[src/rtl/uart_pkg.sv]
// Shared UART definitions: transmitter state encoding and parity helpers.
// TX_BREAK/TX_BRK_STOP exist only when UART_TX_BREAK_EN is defined.
package uart_pkg;

    typedef enum logic [2:0] {
        TX_IDLE     = 3'd0,
        TX_START    = 3'd1,
        TX_DATA     = 3'd2,
        TX_PARITY   = 3'd3,
        TX_STOP     = 3'd4
`ifdef UART_TX_BREAK_EN
        ,
        TX_BREAK    = 3'd5,
        TX_BRK_STOP = 3'd6
`endif
    } tx_state_t;

    localparam logic EVEN_PAR = 1'b0;
    localparam logic ODD_PAR  = 1'b1;

    // Narrower words are zero-extended by the caller, which leaves the XOR unchanged.
    function automatic logic parity_bit(input logic [7:0] data, input logic mode);
        return (mode == ODD_PAR) ? ~^data : ^data;
    endfunction

endpackage

[src/rtl/uart_tx_hold.sv]
// One-entry valid/ready holding register in front of the UART transmit shifter.
module uart_tx_hold
    import uart_pkg::*;
#(
    parameter int unsigned W = 8
) (
    input  logic         clk_i,
    input  logic         rst_ni,
    input  logic [W-1:0] in_data_i,
    input  logic         in_vld_i,
    output logic         in_rdy_o,
    input  logic         pop,
    output logic         full,
    output logic [W-1:0] data
);

    logic         r_full;
    logic [W-1:0] r_data;

    always_ff @(posedge clk_i or negedge rst_ni) begin
        if (!rst_ni) begin
            r_full <= 1'b0;
            r_data <= '0;
        end else begin
            if (pop) begin
                r_full <= 1'b0;
            end
            if (in_vld_i && !r_full) begin
                r_full <= 1'b1;
                r_data <= in_data_i;
            end
        end
    end

    assign in_rdy_o = ~r_full;
    assign full     = r_full;
    assign data     = r_data;

endmodule

[src/rtl/uart_tx_parity.sv]
// UART transmitter: start, LSB-first data, optional parity, 1-2 stop bits, timed by tick_i.
// Define UART_TX_BREAK_EN to add the break_i input and the line-break states.
module uart_tx_parity
    import uart_pkg::*;
#(
    parameter int unsigned OVERSAMPLE_RATE = 16,
    parameter int unsigned DATA_BITS       = 8,
    parameter int unsigned PARITY_ON       = 1,
    parameter int unsigned PARITY_EO       = 1,
    parameter int unsigned STOP_BITS       = 1
) (
    input  logic                 clk_i,
    input  logic                 rst_ni,
`ifdef UART_TX_BREAK_EN
    input  logic                 break_i,
`endif
    input  logic                 tick_i,
    input  logic [DATA_BITS-1:0] txd_byte_i,
    input  logic                 txd_vld_i,
    output logic                 txd_rdy_o,
    output logic                 txd_o,
    output logic                 txd_busy_o,
    output logic [2:0]           fsm_state_tx
);

    localparam int unsigned    CW       = $clog2(OVERSAMPLE_RATE);
    localparam logic [CW-1:0]  CNT_LAST = CW'(OVERSAMPLE_RATE - 1);
`ifdef UART_TX_BREAK_EN
    localparam int unsigned    FRAME_TICKS = (1 + DATA_BITS + PARITY_ON + STOP_BITS) * OVERSAMPLE_RATE;
    localparam int unsigned    BW          = $clog2(FRAME_TICKS + 1);
    localparam logic [BW-1:0]  BRK_MIN     = BW'(FRAME_TICKS);
    logic [BW-1:0]             r_brk_cnt;
`endif

    tx_state_t              r_state;
    logic [CW-1:0]          r_tick_cnt;
    logic [2:0]             r_bit_cnt;
    logic [DATA_BITS-1:0]   r_shift;
    logic                   r_par;
    logic                   r_txd;

    logic                   w_full;
    logic [DATA_BITS-1:0]   w_data;
    logic                   w_bit_end;
    logic                   w_last_stop;
    logic                   w_break;
    logic                   w_pop;

`ifdef UART_TX_BREAK_EN
    assign w_break = break_i;
`else
    assign w_break = 1'b0;
`endif

    assign w_bit_end   = tick_i && (r_tick_cnt == CNT_LAST);
    assign w_last_stop = (r_state == TX_STOP) && w_bit_end && (r_bit_cnt == 3'(STOP_BITS - 1));
    // Break outranks a pending byte, which simply stays in the holding register.
    assign w_pop       = w_full && !w_break && ((r_state == TX_IDLE) || w_last_stop);

    uart_tx_hold #(.W(DATA_BITS)) u_hold (
        .clk_i     (clk_i),
        .rst_ni    (rst_ni),
        .in_data_i (txd_byte_i),
        .in_vld_i  (txd_vld_i),
        .in_rdy_o  (txd_rdy_o),
        .pop       (w_pop),
        .full      (w_full),
        .data      (w_data)
    );

    always_ff @(posedge clk_i or negedge rst_ni) begin
        if (!rst_ni) begin
            r_state    <= TX_IDLE;
            r_tick_cnt <= '0;
            r_bit_cnt  <= '0;
            r_shift    <= '0;
            r_par      <= 1'b0;
            r_txd      <= 1'b1;
`ifdef UART_TX_BREAK_EN
            r_brk_cnt  <= '0;
`endif
        end else begin
            if (r_state != TX_IDLE && tick_i) begin
                r_tick_cnt <= r_tick_cnt + 1'b1;
            end
            case (r_state)
                TX_IDLE: begin
                    r_tick_cnt <= '0;
                    r_txd      <= 1'b1;
                    if (w_pop) begin
                        r_state <= TX_START;
                        r_txd   <= 1'b0;
                    end
`ifdef UART_TX_BREAK_EN
                    if (w_break) begin
                        r_state   <= TX_BREAK;
                        r_txd     <= 1'b0;
                        r_brk_cnt <= '0;
                    end
`endif
                end
                TX_START: begin
                    if (w_bit_end) begin
                        r_state   <= TX_DATA;
                        r_txd     <= r_shift[0];
                        r_bit_cnt <= '0;
                    end
                end
                TX_DATA: begin
                    if (w_bit_end) begin
                        if (r_bit_cnt == 3'(DATA_BITS - 1)) begin
                            r_bit_cnt <= '0;
                            if (PARITY_ON != 0) begin
                                r_state <= TX_PARITY;
                                r_txd   <= r_par;
                            end else begin
                                r_state <= TX_STOP;
                                r_txd   <= 1'b1;
                            end
                        end else begin
                            r_bit_cnt <= r_bit_cnt + 3'd1;
                            r_shift   <= r_shift >> 1;
                            r_txd     <= r_shift[1];
                        end
                    end
                end
                TX_PARITY: begin
                    if (w_bit_end) begin
                        r_state   <= TX_STOP;
                        r_txd     <= 1'b1;
                        r_bit_cnt <= '0;
                    end
                end
                TX_STOP: begin
                    if (w_bit_end) begin
                        if (!w_last_stop) begin
                            r_bit_cnt <= r_bit_cnt + 3'd1;
                        end else begin
                            r_bit_cnt <= '0;
                            r_state   <= TX_IDLE;
                            r_txd     <= 1'b1;
                            if (w_pop) begin
                                r_state <= TX_START;
                                r_txd   <= 1'b0;
                            end
`ifdef UART_TX_BREAK_EN
                            if (w_break) begin
                                r_state   <= TX_BREAK;
                                r_txd     <= 1'b0;
                                r_brk_cnt <= '0;
                            end
`endif
                        end
                    end
                end
`ifdef UART_TX_BREAK_EN
                TX_BREAK: begin
                    if (tick_i && r_brk_cnt != BRK_MIN) begin
                        r_brk_cnt <= r_brk_cnt + 1'b1;
                    end
                    if (!w_break && r_brk_cnt == BRK_MIN) begin
                        r_state    <= TX_BRK_STOP;
                        r_txd      <= 1'b1;
                        r_tick_cnt <= '0;
                    end
                end
                TX_BRK_STOP: begin
                    if (w_bit_end) begin
                        r_state <= TX_IDLE;
                    end
                end
`endif
                default: begin
                    r_state <= TX_IDLE;
                    r_txd   <= 1'b1;
                end
            endcase
            if (w_pop) begin
                r_shift    <= w_data;
                r_par      <= parity_bit(8'(w_data), PARITY_EO != 0);
                r_tick_cnt <= '0;
            end
        end
    end

    assign txd_o        = r_txd;
    assign txd_busy_o   = (r_state != TX_IDLE) || w_full;
    assign fsm_state_tx = r_state;

endmodule
[config.mk]
export PLATFORM = sky130hd
export DESIGN_NAME = uart_tx_parity
export DESIGN_NICKNAME = d
export VERILOG_FILES = /design/src/rtl/uart_pkg.sv /design/src/rtl/uart_tx_hold.sv /design/src/rtl/uart_tx_parity.sv
export SDC_FILE = /design/constraint.sdc
export NUM_CORES = 1
export LEC_CHECK = 0
export BUFFER_PORTS_ARGS = -buffer_cell sky130_fd_sc_hd__clkbuf_2
export CORE_MARGIN = 1
export CORE_UTILIZATION = 45
export CTS_CLUSTER_DIAMETER = 200
export CTS_CLUSTER_SIZE = 30
export DETAILED_ROUTE_END_ITERATION = 8
export HOLD_SLACK_MARGIN = 0.15
export PLACE_DENSITY = 0.75
export SKIP_CTS_REPAIR_TIMING = 1
export SLEW_MARGIN = 30
export SYNTH_ARGS = -nofsm -noshare
export SYNTH_HDL_FRONTEND = slang
export SYNTH_SLANG_ARGS = --single-unit
[constraint.sdc]
create_clock -name clk_i -period 5.9 [get_ports clk_i]
set_clock_uncertainty 0.2 [all_clocks]
set_input_delay 0.59 -clock clk_i [delete_from_list [all_inputs] [get_ports clk_i]]
set_output_delay 0.59 -clock clk_i [all_outputs]
set_load 0.05 [all_outputs]
Yosys cells after proc, flatten, opt, wreduce, memory -nomap -nowiden
Cells that the tools add are included.

cells by class
  add/sub/neg operators = 2
  equality and inequality tests = 15
  muxes and demuxes = 32
  bitwise logic cells = 1
  reductions and logical operators = 23

operator list
  cell                                                  number
  two-way mux 3 bit                                     12
  two-way mux 8 bit                                     4
  one-hot mux 3 bit (5 select lines)                    1
  two-way mux 4 bit                                     3
  != test 2 bit (second input constant)                 6
  two-way mux 1 bit                                     10
  one-hot mux 3 bit (3 select lines)                    1
  nonzero test 3 bit                                    3
  XNOR reduction 8 bit                                  1
  AND reduction 7 bit                                   1
  equality test 3 x 2 -> 1 bit (second input constant)  2
  equality test 3 bit (second input constant)           2
  logical AND 1 bit                                     6
  zero test 3 bit                                       2
  != test 2 x 1 -> 1 bit (second input constant)        3
  nonzero test 2 bit                                    3
  one-hot mux 1 bit (5 select lines)                    1
  AND reduction 5 bit                                   1
  adder 4 x 1 -> 4 bit (second input constant)          1
  equality test 4 bit (second input constant)           1
  AND reduction 4 bit                                   1
  adder 3 x 1 -> 3 bit (second input constant)          1
  equality test 3 x 1 -> 1 bit (second input constant)  1
  AND reduction 3 bit                                   1
  other kinds (4)                                       5

word-level totals
  bits in registers = 29
  input port bits = 12
  output and inout port bits = 6
  logic and storage cells = 81

Longest topological paths before layout
Gate-level depths: netlist of run 1.

  word-level depth = 10
  mapped depth = 7
  gate-level depth less buffers = 6

Cells and area by module
From an unflattened synthesis of run 1, not the netlist that was laid out.

unflattened totals
  cell total of the unflattened synthesis = 138
  area, all modules = 1642.8 um^2

modules (own cells, without submodules)
  module          times used  cells each  area each (um^2)  seq. area each (um^2)
  uart_tx_parity  1           117         1268.7            501.7
  uart_tx_hold    1           21          374.1             225.2

Least setup slack after synthesis of run 1
Ideal clock, no wire load.

  path type = register to output
  start point = register r_state[1] (netlist: fsm_state_tx[1])
  end point = output port txd_busy_o
  data arrival time = 1.679 ns
  data required time = 5.110 ns
  path slack = 3.431 ns
  cell stages (with the launch flop) = 6
  path buffers = 2
  cell sequence = dfrtp_1 > clkbuf_2 > or2_1 > buf_2 > nor2_1 > nand2_1

on the way
  longest elaborated chain between the ends = 2

RTL lines
  what                      RTL line               text
  start: declaration        uart_tx_parity.sv:35   tx_state_t r_state;
  start signal: assignment  uart_tx_parity.sv:73   r_state <= TX_IDLE;
  start signal: assignment  uart_tx_parity.sv:91   r_state <= TX_START;
  start signal: assignment  uart_tx_parity.sv:104  r_state <= TX_DATA;
  nonzero test 3 bit        uart_tx_parity.sv:187  assign txd_busy_o = (r_state != TX_IDLE) || w_full;
  logical OR 1 bit          uart_tx_parity.sv:187
  end: declaration          uart_tx_parity.sv:22   output logic txd_busy_o,

No other way between the ends.

Worst setup path after layout of run 1
  start point = register r_state[0] (netlist: fsm_state_tx[0])
  end point = output port txd_busy_o

The elaborated chain is that of the path after synthesis.

==> flow_metrics.tcl, run 1 <==
set metrics [dict create \
    utilization_pct 53.0 \
    start_util_pct 47.1 \
    ys_top_cells_by_area "dfrtp_1 45%, mux2_2 6.4%, xnor2_1 3.9%" \
    synth-seq-cells 29 \
    clk-insertion-delay-late_ps 330 \
    die_h_um 61.1 \
    finalHoldViolCount 0 \
    gp_congestion 0.826 \
    reg2reg_to "r_shift[4]" \
    synthCells 154 \
    regToRegSetupSlack_ps 3610 \
    min-delay-start "txd_byte_i[2]" \
    rsz0062_at_grt "false" \
    yosys_warnings 0 \
    r2r_start "r_bit_cnt[0]" \
    synth_top_area_share_pct 44.6 \
    drt_iter0_markers 57 \
    grt-ovfl-total 0 \
    synth-edff-count 0 \
    maxSlewViolCount 0 \
    hpwl_mm 2.20 \
    wl_per_cell_um 14.2 \
    diodes 0 \
    coreArea_um2 3340 \
    cts_buffer_depth 2 \
    syn_area_per_cell_um2 10.2 \
    timing.fmax_mhz 380 \
    ios 18 \
    ir_drop_mv 0.254 \
    period_needed_ps 2630 \
    drive_above_1_share_pct 23.3 \
    reg2reg_depth 6 \
    slew_headroom_pct 46.3 \
    grt_pass1_wl_mm 5.20 \
    p_leak_nw 0.758 \
    power.total_mw 0.929 \
    syn_nets 170 \
    finalSetupViolations 0 \
    vias 1197 \
    drv_cap 0 \
    hold_class "input pin to flip-flop" \
    die_area_um2 3740 \
    worstPathArrival_ps 1840 \
    crit_required_ps 5110 \
    num-nets-final 187 \
    first_global_vias 1139 \
    yosysSeqAreaShare_pct 46.2 \
    worstHoldPathCells 2 \
    whs_endpoint "u_hold.data[2]" \
    status "completed" \
    syn_area_um2 1570 \
    criticalPathCategory "flip-flop to output pin" \
    grt_max_degree 30 \
    grt_use_met2_pct 30.9 \
    grtUsageMet3_pct 6.93 \
    yosys-top-cells-count "28 x dfrtp_1, 9 x mux2_2, 9 x nand2_1, 8 x nor2_1, 8 x o21ai_0" \
    h-tree-depth 2 \
    path_max_fanout 12 \
    fin_ws_ps 3270 \
    tightestPinTransition_ps 800 \
    synth.most_common_cell "dfrtp_1" \
    fillCellCount 311 \
    worstSetupEndpointType "output pin" \
    dp_slack_ps 3590 \
    yosys.cell_types.count 42 \
    firstDrtPassIters 4 \
    final_antenna_net_count 0 \
    power_density_nw_per_um2 525 \
    grt_use_total_pct 19.9 \
    antenna_found_initial 0 \
    syn2layout_area_growth_pct 12.5 \
    postRouteWirelength_mm 3.10 \
    grt_use_met1_pct 24.8 \
    ys.flop_type "dfrtp_1" \
    drc 0 \
    clk_pin_slew_ps 90 \
    die_w_um 61.1 \
    numPortBuffers 17 \
    fin_tns_setup_ps 0 \
    cp-start-kind "flip-flop" \
    cts_tree "built" \
    clockRootBuffer "clkbuf_4" \
    fin_crit_sh_pct 44.6 \
    clock_sinks 29 \
    synthArstFlopShare_pct 100 \
    num_rows 21 \
    vias_per_cell 5.49 \
    synth_top_area_cell "dfrtp_1" \
    grt-busiest-layer "met2" \
    numCtsBuffers 5 \
]
through the flow:
step                      cells  cell area (um^2)  hold WS [ps]
after detailed placement    209              1670           298
final                       218              1770           292
after CTS                   217              1760           109
after global placement      209              1670           277
after global routing        218              1770           281
after floorplan             154              1570          94.4
worst max-delay path: stages, from the launching register on:
cell and delay (ps):
dfrtp_1 500, or2_1 360, nor2_1 310, nand2_1 90, clkbuf_2 240
state kept, by name, indices dropped and copies added (netlist names):
name          cells
r_par             1
u_hold.data       8
r_tick_cnt        4
fsm_state_tx      3
u_hold.full       1
r_shift           8
r_bit_cnt         3
txd_o             1
worst max-delay path by stage:
stage | start | to | slack, ps | depth (start not counted)
after global routing | fsm_state_tx[0] | txd_busy_o | 3160 | 4
after global placement | tick_i | fsm_state_tx[0] | 3620 | 5
after CTS | fsm_state_tx[0] | txd_busy_o | 3260 | 4
after detailed placement | tick_i | fsm_state_tx[0] | 3590 | 5
final | fsm_state_tx[0] | txd_busy_o | 3270 | 4
after floorplan | fsm_state_tx[1] | txd_busy_o | 3430 | 5
metal layers:
layer / up-vias / wire length, um
li1: 578 / -
met1: 572 / 1350
met2: 41 / 1480
met3: 6 / 197
met4: 0 / 66
met5: - / 0
final cells by class:
class,count,area [um^2],share of cell area [%]
inverter,7,26.3,1.49
clock buffer,7,55.1,3.11
tap,46,57.6,3.25
timing repair buffer,18,95.1,5.37
sequential,29,727,41.1
multi-input combinational,110,778,44.0
clock inverter,1,30.0,1.70
power breakdown:
| group | total, mW | internal [mW] | switching (mW) |
|---|---|---|---|
| Combinational | 0.391 | 0.189 | 0.202 |
| Sequential | 0.367 | 0.285 | 0.0821 |
| Clock | 0.171 | 0.101 | 0.0696 |
| Total | 0.929 | 0.575 | 0.354 |
cells by family after synthesis:
group	after synthesis	synth area share [%]
fa+ha+maj	4	3.18
buf+inv	15	4.30
flops	29	46.2
mux	16	11.2
compound gates	36	14.9
simple gates	45	15.2
xor+xnor	9	5.01
cells in the final DEF, fill, tap and decap left out, types with 3 or more instances in the layout:
| cell | instances |
|---|---|
| a21oi_1 | 4 |
| inv_1 | 7 |
| nor2_1 | 8 |
| nor2b_1 | 3 |
| nand2_1 | 9 |
| o31ai_1 | 3 |
| nand3_1 | 7 |
| mux2i_1 | 6 |
| clkbuf_4 | 5 |
| o21ai_1 | 7 |
| nand2b_1 | 5 |
| mux2_2 | 9 |
| dfrtp_1 | 28 |
| a32oi_1 | 3 |
| nor3_1 | 3 |
| o21ai_0 | 8 |
| xnor2_1 | 7 |
| ha_1 | 4 |
| clkbuf_2 | 17 |
Power figures use the tool's default switching activity.
==> run 2: changes to the inputs <==
==> constraint.sdc (replaced) <==
create_clock -name clk_i -period 2.7 [get_ports clk_i]
set_clock_uncertainty 0.2 [all_clocks]
set_input_delay 0.27 -clock clk_i [delete_from_list [all_inputs] [get_ports clk_i]]
set_output_delay 0.27 -clock clk_i [all_outputs]
set_load 0.05 [all_outputs]
==> flow_metrics.tcl, run 2 (same netlist as run 1, synthesis figures left out) <==
set metrics [dict create \
    gp_congestion 0.802 \
    cp-start-kind "flip-flop" \
    h-tree-depth 2 \
    grt_use_total_pct 21.2 \
    die_area_um2 3740 \
    syn2layout_area_growth_pct 19.6 \
    slew_headroom_pct 52.9 \
    grt_pass1_wl_mm 5.45 \
    crit_required_ps 2230 \
    cp_cell_sequence "or2_1 > nor2_1 > nand2_1 > clkbuf_2" \
    multi_input_area_um2 778 \
    drc 0 \
    regToRegSetupSlack_ps 500 \
    p_clk_share_pct 18.7 \
    criticalPathCategory "flip-flop to output pin" \
    p_seq_share_pct 38.7 \
    vias 1266 \
    power_density_nw_per_um2 1090 \
    crit_buf_inv 1 \
    maxSlewViolCount 0 \
    worstSetupEndpointType "output pin" \
    num_rows 21 \
    cp_slowest_cell "dfrtp_1" \
    cts_tree "built" \
    hpwl_mm 2.26 \
    status "completed" \
    coreArea_um2 3340 \
    regArea_um2 727 \
    clockRootBuffer "clkbuf_4" \
    dp_slack_ps 481 \
    num-nets-final 198 \
    period_needed_ps 2330 \
    reg2reg_to "r_shift[5]" \
    p_leak_nw 0.803 \
    die_w_um 61.1 \
    finalSetupViolations 0 \
    ir_drop_mv 0.487 \
    crit_end "txd_busy_o" \
    crit_path_start "fsm_state_tx[0]" \
    p_sw_share_pct 38.5 \
    rsz0062_at_grt "false" \
    tightestPinTransition_ps 706 \
    fin_crit_sh_pct 86.2 \
    numCtsBuffers 5 \
    postRouteWirelength_mm 3.29 \
    die_h_um 61.1 \
    max_stage_delay_ps 500 \
    grt_max_degree 30 \
    clk_pin_slew_ps 90 \
    antenna_found_initial 0 \
    layout_commonest_cell "dfrtp_1" \
    p_int_mw 1.26 \
    reg2reg_depth 6 \
    fin_tns_setup_ps 0 \
    wl_per_cell_um 14.3 \
    utilization_pct 56.4 \
    firstDrtPassIters 5 \
    crit_family "simple AND/OR/NAND/NOR gates" \
    hold_class "input pin to async pin" \
    placed_area_um2 1680 \
    path_depth 4 \
    switchingPower_mw 0.791 \
    grt-ovfl-total 0 \
    ios 18 \
    diodes 0 \
    comb_power_share_pct 42.6 \
    finalHoldViolCount 0 \
    start_util_pct 47.1 \
    power.total_mw 2.06 \
    drive_above_1_share_pct 23.0 \
    first_global_vias 1235 \
    fin_ws_ps 373 \
    fillCellCount 293 \
    finalInstanceArea_um2 1880 \
    clk-insertion-delay-late_ps 350 \
    final_antenna_net_count 0 \
    layout_common_cells "28 x dfrtp_1, 17 x clkbuf_2, 11 x dlygate4sd3_1" \
    r2r_start "r_bit_cnt[0]" \
    timing.fmax_mhz 430 \
    path_max_fanout 12 \
    clock_sinks 29 \
    cts_buffer_depth 2 \
    numPortBuffers 17 \
    vias_per_cell 5.53 \
    drt_iter0_markers 70 \
    drv_cap 0 \
    worstPathArrival_ps 1860 \
]
[run 2: cell count changes in the layout (fill, tap and decap cells not counted), sizes merged]
cell	before	now
clkbuf	24	23
clkinvlp	0	1
buf	0	1
dlygate4sd3	1	11
[run 2: per-layer routing]
metal | track usage, % | wire, um | vias up
met2 | 35.6 | 1640 | 40
met5 | 0 | 0 | -
met3 | 9.03 | 149 | 6
li1 | - | - | 604
met4 | 8.77 | 61 | 0
met1 | 23.8 | 1440 | 616
[run 2: final cells by class]
cell class              count  share of cell area (%)
clock inverters             2                    2.00
repair buffers             29                    10.8
clock buffers               6                    2.73
well taps                  46                    3.06
flip-flops and latches     29                    38.7
inverters                   7                    1.40
multi-input cells         110                    41.4
[run 2: power by group through the flow]
| stage | sequential, mW | combinational [mW] | clock (mW) |
|---|---|---|---|
| detailed placement | 0.799 | 0.865 | 0 |
| global route | 0.821 | 0.991 | 0.415 |
| CTS | 0.794 | 0.867 | 0.393 |
| finish | 0.795 | 0.876 | 0.384 |
| floorplan | 0.785 | 0.702 | 0 |
| global placement | 0.790 | 0.822 | 0 |
[run 2: metrics by stage]
step	cells	hold slack, ps
4_1_cts	218	-222
3_5_place_dp	210	159
5_1_grt	229	354
3_3_place_gp	210	143
6_report	229	298
2_1_floorplan	154	-226
[run 2: how the worst min path moves through the flow]
stage	startpoint	end	slack, ps	depth (start not counted)
2_1_floorplan	rst_ni	fsm_state_tx[0]	-230	0
5_1_grt	r_shift[7]	r_shift[6]	350	2
6_report	rst_ni	fsm_state_tx[0]	300	2
3_5_place_dp	rst_ni	fsm_state_tx[2]	160	1
4_1_cts	rst_ni	fsm_state_tx[2]	-220	1
3_3_place_gp	rst_ni	fsm_state_tx[0]	140	1
==> run 3: changes to the inputs <==
--- a/config.mk
+++ b/config.mk
@@ -5,6 +5,7 @@
 export SDC_FILE = /design/constraint.sdc
 export NUM_CORES = 1
 export LEC_CHECK = 0
+export ABC_AREA = 1
 export BUFFER_PORTS_ARGS = -buffer_cell sky130_fd_sc_hd__clkbuf_2
 export CORE_MARGIN = 1
 export CORE_UTILIZATION = 45
==> flow_metrics.tcl, run 3 <==
set metrics [dict create \
    fin_ws_ps 738 \
    status "completed" \
    rsz0062_at_grt "false" \
    yosys.cell_types.count 25 \
    yosys-top-cells-count "60 x nand2_1, 28 x dfrtp_1, 22 x nand3_1, 17 x inv_1, 9 x nor2_1" \
    fin_crit_sh_pct 72.7 \
    placed_area_um2 1740 \
    ios 18 \
    yosys_warnings 0 \
    synth-seq-cells 29 \
    layout_common_cells "60 x nand2_1, 28 x dfrtp_1, 22 x nand3_1" \
    cp-start-kind "flip-flop" \
    cp_cell_sequence "ha_1 > ha_1 > nand3b_1 > nor2_2 > inv_1 > nand3_1 > nand2_1" \
    drv_cap 0 \
    crit_required_ps 2730 \
    crit_family "simple AND/OR/NAND/NOR gates" \
    max_stage_delay_ps 400 \
    p_sw_share_pct 43.2 \
    p_clk_share_pct 15.5 \
    synthMuxAreaShare_pct 5.56 \
    worstSetupEndpointType "flip-flop" \
    die_area_um2 3840 \
    clk_pin_slew_ps 90 \
    period_needed_ps 1960 \
    first_global_vias 1217 \
    syn_area_per_cell_um2 8.43 \
    synth_top_area_cell "dfrtp_1" \
    timing.fmax_mhz 510 \
    worstPathArrival_ps 2000 \
    synthArstFlopShare_pct 100 \
    grt_use_total_pct 19.3 \
    firstDrtPassIters 4 \
    drive_above_1_share_pct 22.2 \
    coreArea_um2 3390 \
    grt_max_degree 30 \
    layout_commonest_cell "nand2_1" \
    cp_slowest_cell "dfrtp_1" \
    gp_congestion 0.866 \
    drt_iter0_markers 73 \
    cp_common_cell "ha_1" \
    grt_pass1_wl_mm 5.19 \
    power.total_mw 1.98 \
    criticalPathCategory "flip-flop to flip-flop" \
    maxSlewViolCount 0 \
    vias 1349 \
    yosysSeqAreaShare_pct 44.9 \
    p_int_mw 1.12 \
    cts_buffer_depth 2 \
    hold_class "input pin to flip-flop" \
    clockRootBuffer "clkbuf_4" \
    postRouteWirelength_mm 3.20 \
    slew_headroom_pct 52.9 \
    tightestPinTransition_ps 707 \
    ys_top_cells_by_area "dfrtp_1 43%, nand2_1 14%, nand3_1 6.8%" \
    syn_area_um2 1620 \
    synth-edff-count 0 \
    diodes 0 \
    ir_drop_mv 0.622 \
    synthXorXnorAreaFrac_pct 4.87 \
    clock_sinks 29 \
    fin_tns_setup_ps 0 \
    fillCellCount 300 \
    holdWs_ps 260 \
    start_util_pct 47.8 \
    numCtsBuffers 5 \
    synth-adder-area-share_pct 3.09 \
    die_w_um 62.0 \
    h-tree-depth 2 \
    p_seq_share_pct 40.9 \
    finalInstanceArea_um2 1910 \
    num_rows 21 \
    ys.flop_type "dfrtp_1" \
    finalHoldViolCount 0 \
    synthCells 192 \
    clk-insertion-delay-late_ps 340 \
    vias_per_cell 4.98 \
    switchingPower_mw 0.855 \
    yosys.area_share.simple_pct 30.3 \
    synth.most_common_cell "nand2_1" \
    dp_slack_ps 722 \
    comb_power_share_pct 43.6 \
    syn_nets 208 \
    numPortBuffers 17 \
    die_h_um 62.0 \
    crit_buf_inv 1 \
    antenna_found_initial 0 \
    instances_no_fill 271 \
    p_leak_nw 1.01 \
    path_max_fanout 9 \
    synth_compound_area_share_pct 5.95 \
    power_density_nw_per_um2 1030 \
    synth_top_family_by_area "simple AND/OR/NAND/NOR gates" \
    placed_cells 253 \
    drc 0 \
    num-nets-final 240 \
    grt-ovfl-total 0 \
    utilization_pct 56.4 \
    syn2layout_area_growth_pct 18.2 \
    finalSetupViolations 0 \
    hpwl_mm 2.20 \
    wl_per_cell_um 11.8 \
    final_antenna_net_count 0 \
    cts_tree "built" \
    synth_top_area_share_pct 43.3 \
]
[run 3: cell types whose count changed after synthesis, sizes merged, moves of 5 or more]
cell	delta
o21ai	-5
inv	+11
nand2b	-5
mux2i	-6
nand2	+56
nand4	+5
nand3	+16
[run 3: path summary, 6_finish.rpt]
kind,start,endpoint,slack (ps),cells past startpoint
worst max-delay path,r_bit_cnt[0],r_shift[5],740,7
worst min-delay path,txd_vld_i,u_hold.full,260,3
worst max register to register,r_bit_cnt[0],r_shift[5],740,7
worst min register to register,r_shift[1],r_shift[0],300,2
max in group asynchronous,rst_ni,u_hold.data[0],1540,2
min in group asynchronous,rst_ni,u_hold.full,310,2
[run 3: area by class of cell]
type                       instances  area [um^2]  area share (%)
tap                               46         57.6            3.01
clock inverter                     1         5.00           0.262
sequential                        29          727            38.0
clock buffer                       7         65.1            3.40
timing repair buffer              27          185            9.68
inverter                          18         67.6            3.53
multi-input combinational        143          806            42.1
[run 3: worst min-delay path, cell delays in order]
cell and delay (ps):
clkbuf_2 80, nand2_1 240, o21ai_0 160
[run 3: logic make-up (layout without fill, tap and decap cells)]
kind of cell             Yosys count  count (layout)
adder cells (fa/ha/maj)            4               4
buffers and inverters             20              53
flip-flops                        29              29
AND/OR/NAND/NOR                  107             107
XOR/XNOR                           9               9
AO/OA/AOI/OAI                     15              15
multiplexers                       8               8
[run 3: metal layers]
layer / GRT usage (%) / share of wire, % / vias up
met3: 7.66 / 4.0 / 9
met1: 23.9 / 48 / 617
met2: 29.3 / 45 / 35
met5: 0 / 0 / -
met4: 9.21 / 2.5 / 0
li1: - / - / 688
[run 3: power by group through the flow]
stage	Sequential, mW	Combinational [mW]	Clock, mW
2_1_floorplan	0.804	0.693	0
3_3_place_gp	0.808	0.824	0
3_5_place_dp	0.813	0.856	0
4_1_cts	0.808	0.854	0.314
5_1_grt	0.834	0.991	0.342
6_report	0.810	0.863	0.306
